`src/rtl/comb_seq_pkg.sv`:
```
// comb_seq_pkg: shared encodings and constants for the comb_struct stimulus sequencer
package comb_seq_pkg;
  localparam logic [1:0] MODE_EXH  = 2'd0;
  localparam logic [1:0] MODE_WALK = 2'd1;
  localparam logic [1:0] MODE_LFSR = 2'd2;
  typedef enum logic [1:0] {IDLE, RUN, DONE} state_t;
  localparam int N_EXH  = 16;
  localparam int N_WALK = 4;
  localparam int N_LFSR = 15;
  localparam logic [3:0] LFSR_SEED = 4'b0001;
endpackage

```
`src/rtl/comb_lfsr4.sv`:
```
// comb_lfsr4: combinational next state of the 4-bit maximal-length LFSR
module comb_lfsr4 (
  input  logic [3:0] s,
  output logic [3:0] s_next
);
  assign s_next = {s[2:0], s[3] ^ s[2]};
endmodule

```
`src/rtl/comb_vector_sequencer.sv`:
```
// comb_vector_sequencer: steps {A,B,C,D} through a pattern set with a hold counter and sample strobe
module comb_vector_sequencer
  import comb_seq_pkg::*;
#(
  parameter int HOLD_CYCLES = 10,
  parameter int HOLD_W      = 8
) (
  input  logic       clk,
  input  logic       rst,
  input  logic       start,
  input  logic [1:0] mode,
  input  logic       pause,
  output logic       A,
  output logic       B,
  output logic       C,
  output logic       D,
  output logic       sample,
  output logic       busy,
  output logic       done,
  output logic [4:0] vec_idx
);
  localparam logic [HOLD_W-1:0] HOLD_LAST = HOLD_CYCLES > 1 ? HOLD_W'(HOLD_CYCLES - 1) : '0;
  state_t            state_q, state_d;
  logic [1:0]        mode_q, mode_d;
  logic [3:0]        vec_q, vec_d, lfsr_next, first_vec, step_vec;
  logic [4:0]        idx_q, idx_d, idx_inc, n_last;
  logic [HOLD_W-1:0] hold_q, hold_d;
  logic              hold_end, last_vec;

  comb_lfsr4 u_lfsr (.s(vec_q), .s_next(lfsr_next));

  // pattern selection and end-of-hold / end-of-run decode
  always_comb begin
    n_last    = mode_q == MODE_WALK ? 5'(N_WALK - 1) : mode_q == MODE_LFSR ? 5'(N_LFSR - 1) : 5'(N_EXH - 1);
    idx_inc   = idx_q + 5'd1;
    hold_end  = state_q == RUN && !pause && hold_q == HOLD_LAST;
    last_vec  = idx_q == n_last;
    first_vec = mode == MODE_WALK ? 4'b1000 : mode == MODE_LFSR ? LFSR_SEED : 4'b0000;
    step_vec  = mode_q == MODE_WALK ? vec_q >> 1 : mode_q == MODE_LFSR ? lfsr_next : idx_inc[3:0];
  end

  // IDLE -> RUN -> DONE -> IDLE; vector and index are cleared on entry to DONE
  always_comb begin
    state_d = state_q;
    mode_d  = mode_q;
    vec_d   = vec_q;
    idx_d   = idx_q;
    hold_d  = hold_q;
    if (state_q == IDLE && start) begin
      state_d = RUN;
      mode_d  = mode;
      vec_d   = first_vec;
      idx_d   = '0;
      hold_d  = '0;
    end else if (state_q == RUN && !pause) begin
      if (hold_end) begin
        state_d = last_vec ? DONE : RUN;
        vec_d   = last_vec ? 4'b0000 : step_vec;
        idx_d   = last_vec ? 5'd0 : idx_inc;
        hold_d  = '0;
      end else begin
        hold_d = hold_q + 1'b1;
      end
    end else if (state_q == DONE) begin
      state_d = IDLE;
    end
  end

  // state registers
  always_ff @(posedge clk or posedge rst) begin
    if (rst) begin
      state_q <= IDLE;
      mode_q  <= MODE_EXH;
      vec_q   <= '0;
      idx_q   <= '0;
      hold_q  <= '0;
    end else begin
      state_q <= state_d;
      mode_q  <= mode_d;
      vec_q   <= vec_d;
      idx_q   <= idx_d;
      hold_q  <= hold_d;
    end
  end

  assign {A, B, C, D} = vec_q;
  assign vec_idx      = idx_q;
  assign busy         = state_q == RUN;
  assign done         = state_q == DONE;
  assign sample       = hold_end;
endmodule

```
`config.mk`:
```
export PLATFORM = sky130hd
export DESIGN_NAME = comb_vector_sequencer
export DESIGN_NICKNAME = d
export VERILOG_FILES = /design/src/rtl/comb_seq_pkg.sv /design/src/rtl/comb_lfsr4.sv /design/src/rtl/comb_vector_sequencer.sv
export SDC_FILE = /design/constraint.sdc
export NUM_CORES = 1
export LEC_CHECK = 0
export ABC_AREA = 1
export BUFFER_PORTS_ARGS = -buffer_cell sky130_fd_sc_hd__buf_2
export CAP_MARGIN = 5
export CORE_ASPECT_RATIO = 0.75
export CORE_MARGIN = 3
export CORE_UTILIZATION = 50
export DETAILED_ROUTE_END_ITERATION = 10
export GPL_ROUTABILITY_DRIVEN = 0
export PLACE_DENSITY = 0.7
export SLEW_MARGIN = 10
export SYNTH_ARGS = -nofsm -noshare
export SYNTH_HDL_FRONTEND = slang
export SYNTH_SLANG_ARGS = --single-unit
```
`constraint.sdc`:
```
create_clock -name clk -period 2.3 [get_ports clk]
set_clock_uncertainty 0.15 [all_clocks]
set_input_delay 0.115 -clock clk [delete_from_list [all_inputs] [get_ports clk]]
set_output_delay 0.115 -clock clk [all_outputs]
set_load 0.01 [all_outputs]
```
==> results.sh <==
export IMPL_cts_clk_slew_worst_paths_ns=0.08
export IMPL_timing_max_cap_violations=0
export IMPL_p_sw_share_pct=20.7
export IMPL_floorplan_initialDensity_pct=53.7
export IMPL_crit_reg2reg_capture="vec_q[3]"
export IMPL_die_area_um2=3540
export IMPL_number_of_flops_mapped_to_enable_cells_by_yosys=0
export IMPL_setup_repair_bufs_after_cts=0
export IMPL_power_sequential_fraction_pct=58.8
export IMPL_mappedNetlistNets=189
export IMPL_p_switching_uw=130
export IMPL_cell_internal_pwr_uw=498
export IMPL_die_x_um=67.8
export IMPL_timing_critical_path_from="hold_q[0]"
export IMPL_grt_met1_usage_pct=30.1
export IMPL_vias_in_the_first_global_route=1167
export IMPL_post_drt_via_cell_ratio=5.25
export IMPL_critPathCaptureType="output port"
export IMPL_crit_reg2reg_launch="state_q[1]"
export IMPL_worstPathMaxFanout=9
export IMPL_fillers=231
export IMPL_whs_ns=0.0198
export IMPL_holdCritStartpoint="mode[0]"
export IMPL_synthFlopType="dfrtp_1"
export IMPL_postCtsHoldBufs=2
export IMPL_worst_ep_arrival_time_ns=1.49
export IMPL_ios=18
export IMPL_final_max_slew_violation_count=0
export IMPL_netlist_area_um2=1430
export IMPL_dpl_hpwl_um=2280
export IMPL_tritoncts_num_buffers=3
export IMPL_areaGrowthSynthToFinish_pct=12.0
export IMPL_synth_cell_type_count=32
export IMPL_yosys_warnings=0
export IMPL_total_routing_usage_reported_by_global_routing_pct=19.9
export IMPL_met2_usage_pct=28.4
export IMPL_timing_hold_worst_class="input port to flip-flop"
export IMPL_ctsLongestPathBuffers=2
export IMPL_htree_levels=1
export IMPL_fin_crit_sh_pct=76.5
export IMPL_slowest_cell_on_the_critical_path="dfrtp_1"
export IMPL_synthesis_stage_register_bit_count=21
export IMPL_detail_route_antenna_nets=0
export IMPL_grt_start_max_net_pins=22
export IMPL_final_hold_vios=0
export IMPL_power_combinational_fraction_pct=2.6
export IMPL_die_h_um=52.3
export IMPL_final_instance_area_um2=1600
export IMPL_power_frac_clock_pct=38.6
export IMPL_power_leakage_uw=0.000782
export IMPL_routed_wire_length_per_instance_um=12.6
export IMPL_power_density_cell_area_nw_per_um2=392
export IMPL_drc=0
export IMPL_global_route_overflow_total=0
export IMPL_outcome="complete, no violations"
export IMPL_setup_violations_final=0
export IMPL_sum_of_negative_setup_slack_ns=0
export IMPL_num_rows=16
export IMPL_vdd_ir_drop_max_mv=0.358
export IMPL_final_net_count=211
export IMPL_worst_hold_path_endpoint="mode_q[0]"
export IMPL_ctsRootBufferMaster="clkbuf_8"
export IMPL_drtIter0Drc=92
export IMPL_period_needed_ns=1.76
export IMPL_yosysSeqAreaShare_pct=36.7
export IMPL_max_freq_ghz=0.569
export IMPL_grt_antenna_before_repair=0
export IMPL_worst_pin_slew_ns=0.815
export IMPL_synth_cells_most_frequent="nand2_1 (34), inv_1 (23), dfrtp_1 (21)"
export IMPL_crit_chain="ha_1, nand3_2, nor2_4, nand2_8, clkinv_8, buf_2"
export IMPL_synthTopCellsByArea="dfrtp_1 (37%), nand2_1 (8.9%), nand3_1 (6.6%), inv_1 (6.0%), o21ai_0 (4.9%)"
export IMPL_placed_cell_area_um2=1540
export IMPL_whs_path_depth=3
export IMPL_reg2regPathDepth=5
export IMPL_floorplan_core_area_um2=2660
export IMPL_cts_resized=0
export IMPL_dr_pass1_iters=4
export IMPL_path_class="flip-flop to output port"
export IMPL_regToRegSetupSlack_ns=0.73
export IMPL_number_of_vias_after_detailed_routing=1245
export IMPL_cts_tree="done"
export IMPL_synth_async_reset_ratio_pct=100
export IMPL_antennaDiodeCount=0
export IMPL_routed_wirelength_um=2980
export IMPL_unrepaired_setup_endpoints_after_global_routing="false"
export IMPL_startpoint_type="flip-flop"
export IMPL_clock_latency_ns=0.26
export IMPL_synth_largest_type_area_fraction_pct=36.7
export IMPL_critical_path_max_stage_delay_ns=0.45
export IMPL_worst_endpoint_required_ns=2.04
export IMPL_drive_gt1_share_pct=26.9
export IMPL_grt_most_used_layer="met1"
export IMPL_synthDominantAreaCellType="dfrtp_1"
export IMPL_most_instantiated_library_cell_after_synthesis="nand2_1"
export IMPL_syn_instance_count=180
export IMPL_gr_usage_met3_pct=5.15
export IMPL_grt_pass1_wl_um=5290
export IMPL_cts_sinks=21
export IMPL_register_area_um2=526
export IMPL_mean_area_per_synthesized_cell_um2=7.95
export IMPL_multiInputGateArea_um2=753
export IMPL_port_buffers=17
export IMPL_maxSlewHeadroom_pct=45.6
## worst max-delay path by stage
stage	to	slack, ns
6_report	sample	0.54
5_1_grt	sample	0.43
4_1_cts	sample	0.54
3_5_place_dp	vec_q[3]	0.74
3_3_place_gp	vec_q[3]	0.73
2_1_floorplan	vec_q[0]	0.83
## area by class of cell
cell class / count / share of cell area (%)
Multi-Input combinational cell: 128 / 47.0
Sequential cell: 21 / 32.8
Inverter: 28 / 7.50
Timing Repair Buffer: 20 / 7.03
Clock buffer: 4 / 2.81
Tap cell: 36 / 2.81
## through the flow
stage / total power (uW) / utilization, % / worst slack (ns) / cells
finish: 628 / 60.2 / 0.541 / 237
global route: 654 / 60.2 / 0.433 / 237
CTS: 634 / 60.2 / 0.536 / 237
detailed placement: 391 / 57.7 / 0.737 / 231
global placement: 391 / 57.7 / 0.735 / 231
floorplan: 383 / - / 0.830 / 180
## sequential cells by signal (all words and copies together), names as in the netlist
signal and cells:
state_q 2, vec_q 4, hold_q 8, mode_q 2, vec_idx 5
## layout by cell type (no fill, tap or decap), types with 2 or more instances in the layout
master         instances
inv_1                 23
clkbuf_8               3
nand2_1               34
a21oi_1                4
o21ai_0               14
inv_2                  3
buf_2                 17
ha_1                   3
nor3_1                 2
nand3_2                2
nand4_1                7
nand2_8                2
a21oi_2                4
nand3_1               19
nor2_1                12
xor2_1                 2
o21ai_2                3
nor2_4                 2
dlygate4sd3_1          2
dfrtp_1               21
nand2_2                6
nor2_2                 3
nor3_2                 2
## power groups by stage
stage	clock network [uW]	logic (uW)	registers, uW
CTS	248	17.2	369
global placement	0	14.4	376
global route	266	19.1	369
detailed placement	0	14.6	376
floorplan	0	7.00	376
finish	242	16.5	369
## routing by layer
metal | vias up | routed length, um
li1 | 638 | -
met1 | 569 | 1490
met2 | 36 | 1250
met3 | 2 | 233
met4 | 0 | 9
met5 | - | 0
## cells by family (layout without fill, tap and decap cells)
logic type | count (synthesis) | count (layout) | synth area share [%]
and+or+nand+nor | 95 | 95 | 36.6
xor gates and xnor gates | 2 | 2 | 1.23
DFF | 21 | 21 | 36.7
buffers and inverters | 31 | 52 | 10.6
adders and majority gates | 3 | 3 | 2.62
AOI/OAI and AO/OA | 28 | 28 | 12.2
## critical path: cells and delay by family, from the launching register on
kind                     cells  cell delay [ns]
AND/OR/NAND/NOR              3             0.38
buffers and inverters        2             0.19
flip-flops                   1             0.45
adder cells (fa/ha/maj)      1             0.20
Power figures use the tool's default switching activity.
